<file path="src/rtl/score_scheduler.sv">
// score_scheduler: round-robin scheduler for three hit sources feeding a
// digit-serial 4-digit BCD score adder, with saturation and high-score tracking.
module score_scheduler (
   input  logic       clk,
   input  logic       resetN,
   input  logic       monsterHit,
   input  logic       ufoHit,
   input  logic       bonusHit,
   input  logic       clearScore,
   input  logic       gameOver,
   output logic [3:0] scoreD0,
   output logic [3:0] scoreD1,
   output logic [3:0] scoreD2,
   output logic [3:0] scoreD3,
   output logic [3:0] hiD0,
   output logic [3:0] hiD1,
   output logic [3:0] hiD2,
   output logic [3:0] hiD3,
   output logic       busy,
   output logic       overflowErr
);
   // ADDn encodes the digit index in its low bits, which selects the digit being summed
   typedef enum logic [2:0] {ADD0 = 3'd0, ADD1 = 3'd1, ADD2 = 3'd2, ADD3 = 3'd3, IDLE = 3'd4} state_t;
   state_t           state_q, state_d;
   logic [2:0][3:0]  pend_q, pend_d;
   logic [15:0]      score_q, score_d, hi_q, hi_d, add_q, add_d;
   logic [1:0]       rr_q, rr_d, gidx, idx;
   logic [2:0]       hit, gnt, s;
   logic [3:0]       dig_pos, dres;
   logic [4:0]       dsum;
   logic             carry_q, carry_d, ovf_q, ovf_d, hs_q, hs_d;
   logic             any_pend, do_grant, game, dcarry;

   always_comb begin
      hit = {bonusHit, ufoHit, monsterHit} & {3{~clearScore}};
      game = gameOver & ~clearScore;
      any_pend = |pend_q;
      gidx = rr_q;
      s = '0;
      idx = '0;
      // scan from the farthest candidate back to rrPtr so the nearest nonzero one wins
      for (int k = 2; k >= 0; k--) begin
         s = {1'b0, rr_q} + 3'(k);
         idx = (s > 3'd2) ? 2'(s - 3'd3) : s[1:0];
         if (pend_q[idx] != 4'd0) gidx = idx;
      end
      do_grant = (state_q == IDLE) && any_pend && !clearScore;
      gnt = do_grant ? (3'b001 << gidx) : 3'b000;
      ovf_d = ovf_q;
      for (int i = 0; i < 3; i++) begin
         pend_d[i] = (hit[i] && !gnt[i]) ? ((pend_q[i] == 4'hF) ? pend_q[i] : pend_q[i] + 4'd1) :
                     (gnt[i] && !hit[i]) ? pend_q[i] - 4'd1 : pend_q[i];
         ovf_d = ovf_d | (hit[i] && !gnt[i] && pend_q[i] == 4'hF);
      end
      rr_d = do_grant ? ((gidx == 2'd2) ? 2'd0 : gidx + 2'd1) : rr_q;
      add_d = !do_grant ? add_q : (gidx == 2'd0) ? 16'h0005 : (gidx == 2'd1) ? 16'h0050 : 16'h0100;
      dig_pos = {state_q[1:0], 2'b00};
      dsum = {1'b0, score_q[dig_pos +: 4]} + {1'b0, add_q[dig_pos +: 4]} + {4'd0, carry_q};
      dcarry = dsum > 5'd9;
      dres = dcarry ? 4'(dsum - 5'd10) : dsum[3:0];
      state_d = state_q;
      score_d = score_q;
      hi_d = hi_q;
      carry_d = 1'b0;
      hs_d = hs_q | game;
      if (state_q == IDLE) begin
         state_d = do_grant ? ADD0 : IDLE;
         if (!any_pend && hs_q && !clearScore) begin
            hi_d = (score_q > hi_q) ? score_q : hi_q;
            hs_d = game;
         end
      end else begin
         score_d[dig_pos +: 4] = dres;
         carry_d = dcarry;
         state_d = (state_q == ADD3) ? IDLE : state_t'(state_q + 3'd1);
         if (state_q == ADD3 && dcarry) score_d = 16'h9999;
      end
      if (clearScore) begin
         state_d = IDLE;
         score_d = '0;
         pend_d = '0;
         ovf_d = 1'b0;
         hs_d = 1'b0;
      end
   end

   always_ff @(posedge clk or negedge resetN) begin
      if (!resetN) begin
         state_q <= IDLE;
         pend_q  <= '0;
         score_q <= '0;
         hi_q    <= '0;
         add_q   <= '0;
         rr_q    <= '0;
         carry_q <= 1'b0;
         ovf_q   <= 1'b0;
         hs_q    <= 1'b0;
      end else begin
         state_q <= state_d;
         pend_q  <= pend_d;
         score_q <= score_d;
         hi_q    <= hi_d;
         add_q   <= add_d;
         rr_q    <= rr_d;
         carry_q <= carry_d;
         ovf_q   <= ovf_d;
         hs_q    <= hs_d;
      end
   end

   assign {scoreD3, scoreD2, scoreD1, scoreD0} = score_q;
   assign {hiD3, hiD2, hiD1, hiD0} = hi_q;
   assign busy = state_q != IDLE;
   assign overflowErr = ovf_q;
endmodule

</file>
<file path="config.mk">
export PLATFORM = sky130hd
export DESIGN_NAME = score_scheduler
export DESIGN_NICKNAME = d
export VERILOG_FILES = /design/src/rtl/score_scheduler.sv
export SDC_FILE = /design/constraint.sdc
export NUM_CORES = 1
export LEC_CHECK = 0
export ABC_CLOCK_PERIOD_IN_PS = 4900
export CAP_MARGIN = 20
export CORE_MARGIN = 4
export CORE_UTILIZATION = 45
export CTS_BUF_LIST = sky130_fd_sc_hd__clkbuf_8
export DETAILED_ROUTE_END_ITERATION = 6
export GPL_TIMING_DRIVEN = 0
export PLACE_DENSITY = 0.66
export SLEW_MARGIN = 25
export SYNTH_ARGS = -nofsm -noshare
export SYNTH_HDL_FRONTEND = slang
export SYNTH_SLANG_ARGS = --single-unit
</file>
<file path="constraint.sdc">
create_clock -name clk -period 4.9 [get_ports clk]
set_input_delay 0.98 -clock clk [delete_from_list [all_inputs] [get_ports clk]]
set_output_delay 0.98 -clock clk [all_outputs]
set_load 0.01 [all_outputs]
</file>
==> key figures, run 1 <==
Status
  – Status: completed

Synthesis
  – Synth top area share: 33.7%
  – Post-synth top flop: dfrtp_1
  – Async S/R FF share, synth: 100%
  – Cell taking the most area after synthesis: dfrtp_1
  – Syn Nets: 448
  – Synth warn: 0
  – Yosys reg bits: 53
  – Synth top area cells: dfrtp_1 34%, ha_1 10%, inv_1 4.4%
  – Cell area after synthesis: 0.00386 mm^2
  – Seq/Total Area, Yosys: 34.4%
  – Count of cell types in the netlist: 67
  – Synth Instances: 405
  – Synth Area per Inst: 9.52 um^2
  – Post-synth EDFFs: 0

Clock network
  – Clock net sink count: 53
  – CTS root buf: clkbuf_8
  – Later-pin clock latency in the skew report: 320 ps
  – Clk slew on worst S/H paths: 110 ps
  – CTS buffer count: 5
  – Clock tree from TritonCTS: built
  – Maximum clock insertion buffer count: 2
  – Hold_buf cts: 0
  – Post-CTS setup buffers: 0
  – Htree depth: 2
  – Post-cts sizing count: 0

Route
  – Vias per std cell: 5.74
  – Routed via count: 3206
  – Detail Route Antenna Nets: 0
  – Wirelength per Cell: 16.4 um
  – DRT Wirelength: 9.18 mm
  – Drt first pass iters: 4
  – Iter 0 DRT Violations: 179
  – DRC viols: 0

Min path
  – HP Class: reg -> reg

STA
  – Fin Hold WS: 501 ps
  – RSZ-0062 raised after global routing: no
  – Final min period: 4270 ps
  – Max-slew violation count: 0
  – Setup-failing EPs final: 0
  – Fin crit share: 87.1%
  – Worst Skew: 10.7 ps
  – F_max: 234 MHz
  – Sum Neg Setup Slack: 0 ps
  – Relative slew slack: 51.7%
  – Slew @ Worst Pin: 718 ps
  – Fin. Hold Viols: 0

Die
  – Core ar.: 0.00826 mm^2
  – Initial core utilization: 46.7%
  – Die X: 101 um
  – I/O pin cnt: 41
  – Chip height: 101 um
  – Row cnt: 33
  – Full die area: 0.0101 mm^2

Finish
  – FILL cells: 765
  – Area delta synth->final: 16.8%
  – Most frequent cells in the layout: 52 x dfrtp_1, 45 x inv_1, 39 x clkdlybuf4s50_1, 32 x ha_1, 31 x nor2_1
  – N_diodes: 0
  – Design Area, Final: 0.00450 mm^2
  – Commonest non-fill, non-tap cell in the layout: dfrtp_1
  – Layout net count: 496
  – Layout cells sized above 1: 10.8%

Worst setup path
  – Instance count on the critical path: 16
  – Critical-path top delay cell: nor4_4
  – CP arrival: 4500 ps
  – Reg2Reg Depth: 16
  – Worst Path Max Fanout: 8
  – Largest stage delay on the critical path: 480 ps
  – RR Startpoint: state_q[0]
  – Setup CP Type: reg -> reg
  – Critical Path Start: state_q[0]
  – CP Launch Type: register
  – Worst r2r dst: pend_q[7]
  – WP buf/inv: 3
  – Reg2reg setup slack: 630 ps
  – CP cell instances: buf_2 -> inv_1 -> ha_1 -> clkbuf_1 -> nand2_1 -> nor2_1 -> nand2_1 -> nor4_4 -> nand2b_4 -> or2_1 -> ha_1 -> a21o_1 -> a21oi_1 -> nor2b_1 -> a2bb2oi_1 -> a211oi_1
  – Crit path capture type: register
  – Largest delay contributor family on the critical path: simple AND/OR/NAND/NOR gates
  – Critical Path RT: 5140 ps
  – Critical path endpoint: pend_q[7]

Global routing
  – Gr busiest metal: met2
  – Initial antenna violation count: 0
  – Vias in the first global route: 3046
  – Pin count of the biggest net entering global routing: 35
  – GR met2 Demand/Resource: 32.1%
  – GRT Total Usage: 18.7%
  – M1 GR Usage: 25.0%
  – Grt total ovfl: 0
  – Met3 Use GR: 2.35%
  – First-pass GRT wire length: 15.2 mm

Power
  – Clock power frac: 12.3%
  – Worst vdd ir: 0.402 mV
  – NetSw: 1.09 mW
  – Reg power frac: 27.4%
  – Comb pwr share: 60.4%
  – PwrDens: 508 mW/mm^2
  – Int Power: 1.19 mW
  – Sw Share: 47.7%
  – Static Leak: 1.99 nW

Job
  – Max-cap violations: 0

Placed design
  – GP Congestion: 0.886
  – Port bufs: 40
  – HPWL Detailed: 7.18 mm
  – Post-DP Area: 0.00441 mm^2
-- worst register-to-register path, cell delays in order (launching register included) --
cell and delay [ps]:
dfrtp_1 420, buf_2 200, inv_1 170, ha_1 170, clkbuf_1 260, nand2_1 160, nor2_1 420, nand2_1 330
nor4_4 480, nand2b_4 230, or2_1 150, ha_1 240, a21o_1 170, a21oi_1 240, nor2b_1 210, a2bb2oi_1 90
a211oi_1 240
-- power by group through the flow --
| stage | Combinational [mW] | Sequential [mW] | Clock [mW] |
|---|---|---|---|
| final | 1.38 | 0.625 | 0.280 |
| after global routing | 1.53 | 0.641 | 0.302 |
| after CTS | 1.37 | 0.624 | 0.288 |
| after detailed placement | 1.37 | 0.632 | 0 |
| after global placement | 1.33 | 0.630 | 0 |
| after floorplan | 1.06 | 0.611 | 0 |
-- per-layer routing --
layer / part of all wire [%] / vias up / wire length [um]
met2: 49 / 85 / 4480
met1: 45 / 1551 / 4170
li1: - / 1556 / -
met5: 0 / - / 0
met4: 1.6 / 0 / 151
met3: 4.2 / 14 / 385
-- kinds of logic after synthesis --
| logic type | count (synthesis) | share of synthesized area (%) |
|---|---|---|
| multiplexers | 29 | 9.47 |
| buffers and inverters | 60 | 6.10 |
| AO/OA/AOI/OAI | 93 | 18.1 |
| XOR/XNOR | 7 | 1.59 |
| flip-flops | 53 | 34.4 |
| AND/OR/NAND/NOR | 127 | 17.8 |
| adder cells (fa/ha/maj) | 36 | 12.5 |
-- stage by stage --
step / setup slack (ps) / util (%) / power (mW) / instances
after floorplan: 1370 / - / 1.67 / 405
after global placement: 494 / 53.1 / 1.96 / 550
after detailed placement: 429 / 53.3 / 2.00 / 551
after CTS: 648 / 54.5 / 2.29 / 559
after global routing: 202 / 54.5 / 2.47 / 559
final: 632 / 54.5 / 2.29 / 559
-- worst min path at each step --
stage,start,endpoint,slack (ps),cells past startpoint
after floorplan,add_q[8],add_q[8],450,2
after global placement,add_q[8],add_q[8],470,2
after detailed placement,add_q[8],add_q[8],480,2
after CTS,add_q[8],add_q[8],500,2
after global routing,resetN,hi_q[5],530,1
final,add_q[8],add_q[8],500,2
-- layout make-up --
type	count	area, um^2	area share [%]
well taps	105	131	2.92
plain buffers	14	62.6	1.39
clock inverters	3	28.8	0.639
flip-flops and latches	53	1330	29.5
repair buffers	41	418	9.28
multi-input cells	292	2290	50.9
clock buffers	5	68.8	1.53
inverters	46	173	3.83
-- cell usage after synthesis (4+ instances only) --
library cell  instances
nor3_1               11
or2_2                 4
ha_1                 32
and2_1                4
dfrtp_1              52
and3_1                5
xor2_1                4
inv_1                45
mux2_1               10
fa_1                  4
clkbuf_1             10
nand2b_1              4
nand2_1              25
a21oi_1              15
mux2i_1               7
o21ai_0              16
nand4_1               4
nand3_1              13
nor4_1                6
mux4_2                4
a211oi_1             13
a21o_1                8
nor2_1               31
mux2_2                7
o31ai_1               7
nor2b_1               4
-- registers in the layout (all words and copies together) (netlist names) --
name / flops
rr_q: 1
score_q: 16
add_q: 2
hs_q: 1
hi_q: 16
state_q: 3
pend_q: 12
carry_q: 1
overflowErr: 1
No activity file was read; power rests on OpenSTA's default activity.
==> inputs of run 2 (changes only) <==
--- a/config.mk
+++ b/config.mk
@@ -6,13 +6,13 @@
 export NUM_CORES = 1
 export LEC_CHECK = 0
 export ABC_CLOCK_PERIOD_IN_PS = 4900
-export CAP_MARGIN = 20
+export CAP_MARGIN = 0
 export CORE_MARGIN = 4
 export CORE_UTILIZATION = 45
 export CTS_BUF_LIST = sky130_fd_sc_hd__clkbuf_8
 export DETAILED_ROUTE_END_ITERATION = 6
 export GPL_TIMING_DRIVEN = 0
-export PLACE_DENSITY = 0.66
+export PLACE_DENSITY = 0.74
 export SLEW_MARGIN = 25
 export SYNTH_ARGS = -nofsm -noshare
 export SYNTH_HDL_FRONTEND = slang
==> run 2 against run 1 <==
Maximum frequency decreased by 1.1%; clock skew increased by 5.5 ps; critical path type unchanged; die area unchanged; sequential share of layout area decreased by 0.11 points; non-clock buffer count unchanged; core utilization increased by 0.21 points; setup slack got worse by 46 ps; sequential power about the same; via count increased by 0.37%.
==> key figures, run 2 (synthesis gave the netlist of run 1 again) <==
STA
  – Relative slew slack: 58.0% (+6.3 points)
  – Final min period: 4310 ps (+45.5 ps)
  – Setup-failing EPs final: 0 (unchanged)
  – Slew @ Worst Pin: 624 ps (-94.1 ps)
  – Fin Hold WS: 503 ps (+1.43 ps)
  – Sum Neg Setup Slack: 0 ps (unchanged)
  – Fin. Hold Viols: 0 (unchanged)
  – Final Worst Setup Slack: 586 ps (-45.5 ps)
  – Fin crit share: 88.0% (+0.93 points)
  – Max-slew violation count: 0 (unchanged)
  – F_max: 232 MHz (-1.1%)
  – Worst Skew: 16.2 ps (+5.54 ps)
  – RSZ-0062 raised after global routing: no

Die
  – Chip height: 101 um (unchanged)
  – Full die area: 0.0101 mm^2 (unchanged)
  – Initial core utilization: 46.7% (unchanged)
  – Row cnt: 33 (unchanged)
  – Die X: 101 um (unchanged)
  – I/O pin cnt: 41 (unchanged)
  – Core ar.: 0.00826 mm^2 (unchanged)

Clock network
  – Clk slew on worst S/H paths: 100 ps (about the same)
  – Clock tree from TritonCTS: built
  – Post-CTS setup buffers: 0 (unchanged)
  – Post-cts sizing count: 0 (unchanged)
  – Maximum clock insertion buffer count: 2 (unchanged)
  – Clock net sink count: 53 (unchanged)
  – Later-pin clock latency in the skew report: 320 ps (about the same)
  – Htree depth: 2 (unchanged)
  – CTS root buf: clkbuf_8
  – Hold_buf cts: 0 (unchanged)
  – CTS buffer count: 5 (unchanged)

Power
  – Total power: 2.32 mW (+1.6%)
  – Sw Share: 46.5% (-1.2 points)
  – Worst vdd ir: 0.342 mV (-15%)
  – PwrDens: 514 mW/mm^2 (+1.2%)
  – Comb pwr share: 59.4% (-1.0 points)
  – Int Power: 1.24 mW (+4.0%)
  – Static Leak: 1.99 nW (+0.19%)
  – NetSw: 1.08 mW (-1.0%)
  – Reg power frac: 27.0% (-0.4 points)
  – Clock power frac: 13.6% (+1.3 points)

Global routing
  – GRT Total Usage: 19.1% (+0.36 points)
  – Grt total ovfl: 0 (unchanged)
  – Pin count of the biggest net entering global routing: 33 (-5.7%)
  – First-pass GRT wire length: 15.7 mm (+3.5%)
  – Vias in the first global route: 3231 (+6.1%)
  – Initial antenna violation count: 0 (unchanged)

Finish
  – Most frequent cells in the layout: 52 x dfrtp_1, 45 x inv_1, 39 x clkdlybuf4s50_1, 32 x ha_1, 31 x nor2_1
  – Layout cells sized above 1: 10.8% (unchanged)
  – Top flop regs: hi_q (16), score_q (16), pend_q (12)
  – Layout net count: 496 (unchanged)
  – Fin cells: 559 (unchanged)
  – Area delta synth->final: 17.2%
  – Commonest non-fill, non-tap cell in the layout: dfrtp_1
  – N_diodes: 0 (unchanged)

Worst setup path
  – WP buf/inv: 3 (unchanged)
  – CP cell instances: buf_2 -> inv_1 -> ha_1 -> clkbuf_1 -> nand2_1 -> nor2_1 -> nand2_1 -> nor4_4 -> nand2b_4 -> or2_1 -> ha_1 -> a21o_1 -> a21oi_1 -> nor2b_1 -> a2bb2oi_1 -> a211oi_1
  – Largest delay contributor family on the critical path: simple AND/OR/NAND/NOR gates
  – Crit path capture type: register
  – CP arrival: 4540 ps (+40 ps)
  – Critical-path top delay cell: nor4_4
  – Setup CP Type: reg -> reg
  – CP Launch Type: register
  – Critical Path RT: 5130 ps (about the same)
  – Worst Path Max Fanout: 8 (unchanged)
  – Largest stage delay on the critical path: 550 ps (+70 ps)

Placed design
  – Port bufs: 40 (unchanged)
  – Post-place setup slack: 439 ps (+10.2 ps)
  – HPWL Detailed: 7.19 mm (+0.13%)
  – GP Congestion: 0.921 (+4.0%)
  – Placed cells: 551 (unchanged)

Min path
  – HP Class: reg -> reg

Status
  – Status: completed

Route
  – Vias per std cell: 5.76 (+0.37%)
  – DRT Wirelength: 9.18 mm (about the same)
  – DRC viols: 0 (unchanged)
  – Iter 0 DRT Violations: 223 (+25%)
  – Detail Route Antenna Nets: 0 (unchanged)
  – Drt first pass iters: 5 (+1)
  – Wirelength per Cell: 16.4 um (about the same)
  – Routed via count: 3218 (+0.37%)

Job
  – Max-cap violations: 0 (unchanged)
[run 2: cell count changes in the layout (fill, tap and decap cells not counted)]
cell	change
inv_6	-1
inv_8	-1
bufinv_16	+1
clkinvlp_4	+1
[run 2: worst register-to-register path: cells and delay by family (launching register included)]
| family | cells | cell delay [ps] |
|---|---|---|
| buffers and inverters | 3 | 660 |
| adders and majority gates | 2 | 400 |
| AOI/OAI and AO/OA | 4 | 700 |
| and+or+nand+nor | 7 | 2030 |
| DFF | 1 | 430 |
[run 2: final timing paths]
path	from	endpoint	depth (start not counted)	slack (ps)
hold reg to reg	add_q[8]	add_q[8]	2	500
setup / recovery	state_q[0]	pend_q[7]	16	590
hold / removal	add_q[8]	add_q[8]	2	500
setup reg to reg	state_q[0]	pend_q[7]	16	590
min in group asynchronous	resetN	hi_q[6]	1	530
max in group asynchronous	resetN	state_q[2]	2	3820
[run 2: area by class of cell]
type                            count  area (um^2)
Buffer                             14         62.6
Clock buffer                        5         68.8
Clock inverter                      3         46.3
Fill cell                         754         3740
Inverter                           46          173
Multi-Input combinational cell    292         2290
Sequential cell                    53         1330
Tap cell                          105          131
Timing Repair Buffer               41          418
[run 2: metrics by stage]
stage / area, um^2 / utilization [%]
after floorplan: 3860 / -
after global placement: 4390 / 53.1
after detailed placement: 4410 / 53.3
after CTS: 4520 / 54.7
after global routing: 4520 / 54.7
final: 4520 / 54.7
[run 2: layer usage]
layer | GRT usage [%] | wire [um] | up-vias
li1 | - | - | 1549
met1 | 25.1 | 3960 | 1571
met2 | 33.5 | 4640 | 85
met3 | 2.63 | 466 | 13
met4 | 4.04 | 117 | 0
met5 | 0 | 0 | -
[run 2: power groups by stage]
stage | registers (mW) | clock network, mW | logic [mW]
final | 0.627 | 0.315 | 1.38
after global routing | 0.643 | 0.334 | 1.54
after CTS | 0.626 | 0.318 | 1.38
after detailed placement | 0.635 | 0 | 1.37
after global placement | 0.628 | 0 | 1.32
after floorplan | 0.611 | 0 | 1.06
==> inputs of run 3 (changes only) <==
--- a/config.mk
+++ b/config.mk
@@ -8,11 +8,12 @@
 export ABC_CLOCK_PERIOD_IN_PS = 4900
 export CAP_MARGIN = 0
 export CORE_MARGIN = 4
-export CORE_UTILIZATION = 45
+export CORE_UTILIZATION = 35
 export CTS_BUF_LIST = sky130_fd_sc_hd__clkbuf_8
 export DETAILED_ROUTE_END_ITERATION = 6
 export GPL_TIMING_DRIVEN = 0
-export PLACE_DENSITY = 0.74
+export PLACE_DENSITY = 0.62
+export REMOVE_ABC_BUFFERS = 1
 export SLEW_MARGIN = 25
 export SYNTH_ARGS = -nofsm -noshare
 export SYNTH_HDL_FRONTEND = slang
==> run 3 against run 2 <==
Sequential share of layout area decreased by 0.11 points; critical path type unchanged; cell area rose by 0.36%; largest cell class unchanged; register-to-register slack got worse by 60 ps; setup slack worse by 63 ps; global-route usage is 5.1 points lower; non-clock buffer count down 13; highest routed layer unchanged; critical path depth is 2 lower; clock power grew 4%; sequential cell count stayed put; first-iteration DRC count fell by 34%; cell count is 3.9% higher; combinational power is 4% lower.
==> key figures, run 3 (synthesis gave the netlist of run 1 again) <==
Global routing
  – Pin count of the biggest net entering global routing: 50 (+52%)
  – Vias in the first global route: 3065 (-5.1%)
  – GRT Total Usage: 14.0% (-5.1 points)
  – First-pass GRT wire length: 14.8 mm (-6.0%)
  – Initial antenna violation count: 0 (unchanged)
  – Grt total ovfl: 0 (unchanged)

Finish
  – Area delta synth->final: 17.7%
  – Commonest non-fill, non-tap cell in the layout: dfrtp_1
  – Top flop regs: hi_q (16), score_q (16), pend_q (12)
  – Layout cells sized above 1: 10.9% (+0.091 points)
  – Fin util: 42.0% (-13 points)
  – Layout net count: 483 (-2.6%)
  – N_diodes: 0 (unchanged)
  – Most frequent cells in the layout: 52 x dfrtp_1, 45 x inv_1, 38 x clkdlybuf4s50_1, 32 x ha_1, 31 x nor2_1

Die
  – Core ar.: 0.0108 mm^2 (+31%)
  – Chip height: 113 um (+12%)
  – Initial core utilization: 35.7% (-11 points)
  – I/O pin cnt: 41 (unchanged)
  – Die X: 113 um (+12%)
  – Row cnt: 38 (+15%)
  – Full die area: 0.0128 mm^2 (+26%)

STA
  – Fin. Hold Viols: 0 (unchanged)
  – RSZ-0062 raised after global routing: no
  – Max-slew violation count: 0 (unchanged)
  – Slew @ Worst Pin: 841 ps (+216 ps)
  – Fin crit share: 89.3% (+1.3 points)
  – Final min period: 4380 ps (+63.2 ps)
  – F_max: 228 MHz (-1.4%)
  – Relative slew slack: 43.9% (-14 points)
  – Worst Skew: 12.4 ps (-3.84 ps)
  – Setup-failing EPs final: 0 (unchanged)
  – Final Worst Setup Slack: 523 ps (-63.2 ps)

Route
  – Wirelength per Cell: 14.9 um (-9.1%)
  – Drt first pass iters: 4 (-1)
  – DRC viols: 0 (unchanged)
  – Iter 0 DRT Violations: 148 (-34%)
  – Vias per std cell: 5.37 (-6.7%)
  – Detail Route Antenna Nets: 0 (unchanged)
  – DRT Wirelength: 8.67 mm (-5.6%)
  – Routed via count: 3119 (-3.1%)

Power
  – PwrDens: 508 mW/mm^2 (-1.2%)
  – Total power: 2.30 mW (-0.81%)
  – Reg power frac: 28.3% (+1.3 points)
  – Worst vdd ir: 0.293 mV (-14%)
  – Int Power: 1.25 mW (+0.54%)
  – Clock power frac: 14.2% (+0.6 points)
  – Comb pwr share: 57.5% (-1.9 points)
  – Sw Share: 45.8% (-0.73 points)
  – NetSw: 1.05 mW (-2.4%)
  – Static Leak: 1.98 nW (-0.51%)

Clock network
  – Hold_buf cts: 0 (unchanged)
  – Post-CTS setup buffers: 0 (unchanged)
  – Later-pin clock latency in the skew report: 320 ps (about the same)
  – Clock tree from TritonCTS: built
  – Clock net sink count: 53 (unchanged)
  – Post-cts sizing count: 0 (unchanged)
  – Maximum clock insertion buffer count: 2 (unchanged)
  – Clk slew on worst S/H paths: 110 ps (about the same)
  – Htree depth: 2 (unchanged)
  – CTS root buf: clkbuf_8
  – CTS buffer count: 5 (unchanged)

Worst setup path
  – Reg2reg setup slack: 520 ps (-60 ps)
  – Setup CP Type: reg -> reg
  – Critical Path RT: 5130 ps (about the same)
  – RR Startpoint: state_q[0]
  – CP arrival: 4610 ps (+70 ps)
  – Worst Path Max Fanout: 13 (+5)
  – Crit path capture type: register
  – Worst r2r dst: pend_q[7]
  – CP Launch Type: register
  – Reg2Reg Depth: 14 (-2)

Job
  – Max-cap violations: 0 (unchanged)

Placed design
  – GP Congestion: 0.817 (-11%)
  – Port bufs: 40 (unchanged)
  – Post-place setup slack: 555 ps (+115 ps)
  – HPWL Detailed: 6.61 mm (-8.1%)

Status
  – Status: completed

Min path
  – HP Class: in -> async
## run 3: worst max-delay path, stage by stage, from the launching register on
cell       delay, ps
dfrtp_1          540
inv_1            210
ha_1             340
nand2_1          350
nor2_1           410
nand2_1          300
nor4_4           530
nand2b_4         240
or2_1            140
ha_1             230
a21o_1           170
a21oi_1          250
nor2b_1          230
a2bb2oi_1         90
a211oi_1         240
## run 3: per-layer routing
metal	vias to the layer above	track usage [%]	part of all wire [%]
met5	-	0	0
met4	0	4.49	1.7
met3	13	2.19	4.0
met2	78	23.9	48
met1	1483	18.0	46
li1	1545	-	-
## run 3: how the worst max path moves through the flow
stage,from,to,slack [ps]
6_report,state_q[0],pend_q[7],520
4_1_cts,state_q[0],pend_q[7],500
2_1_floorplan,state_q[0],pend_q[7],1300
3_3_place_gp,clearScore,pend_q[7],-460
3_5_place_dp,state_q[0],pend_q[7],550
5_1_grt,state_q[0],pend_q[7],70
## run 3: power by group through the flow
stage | combinational [mW] | clock (mW) | sequential (mW)
global placement | 1.28 | 0 | 0.659
CTS | 1.33 | 0.331 | 0.653
floorplan | 1.02 | 0 | 0.633
finish | 1.32 | 0.327 | 0.653
detailed placement | 1.32 | 0 | 0.662
global route | 1.48 | 0.347 | 0.674
## run 3: area by class of cell
type,instances,area (um^2)
clock buffer,6,82.6
clock inverter,2,37.5
fill,1074,6260
inverter,46,173
multi-input combinational,292,2290
sequential,53,1330
tap,140,175
timing repair buffer,42,448
## run 3: per-stage QoR
stage	instance area, um^2	hold WS [ps]	cells	setup TNS [ps]
6_report	4540	448	581	0
5_1_grt	4540	441	581	0
4_1_cts	4540	445	581	0
3_5_place_dp	4420	500	573	0
3_3_place_gp	4370	495	571	-1100
2_1_floorplan	3790	448	391	0
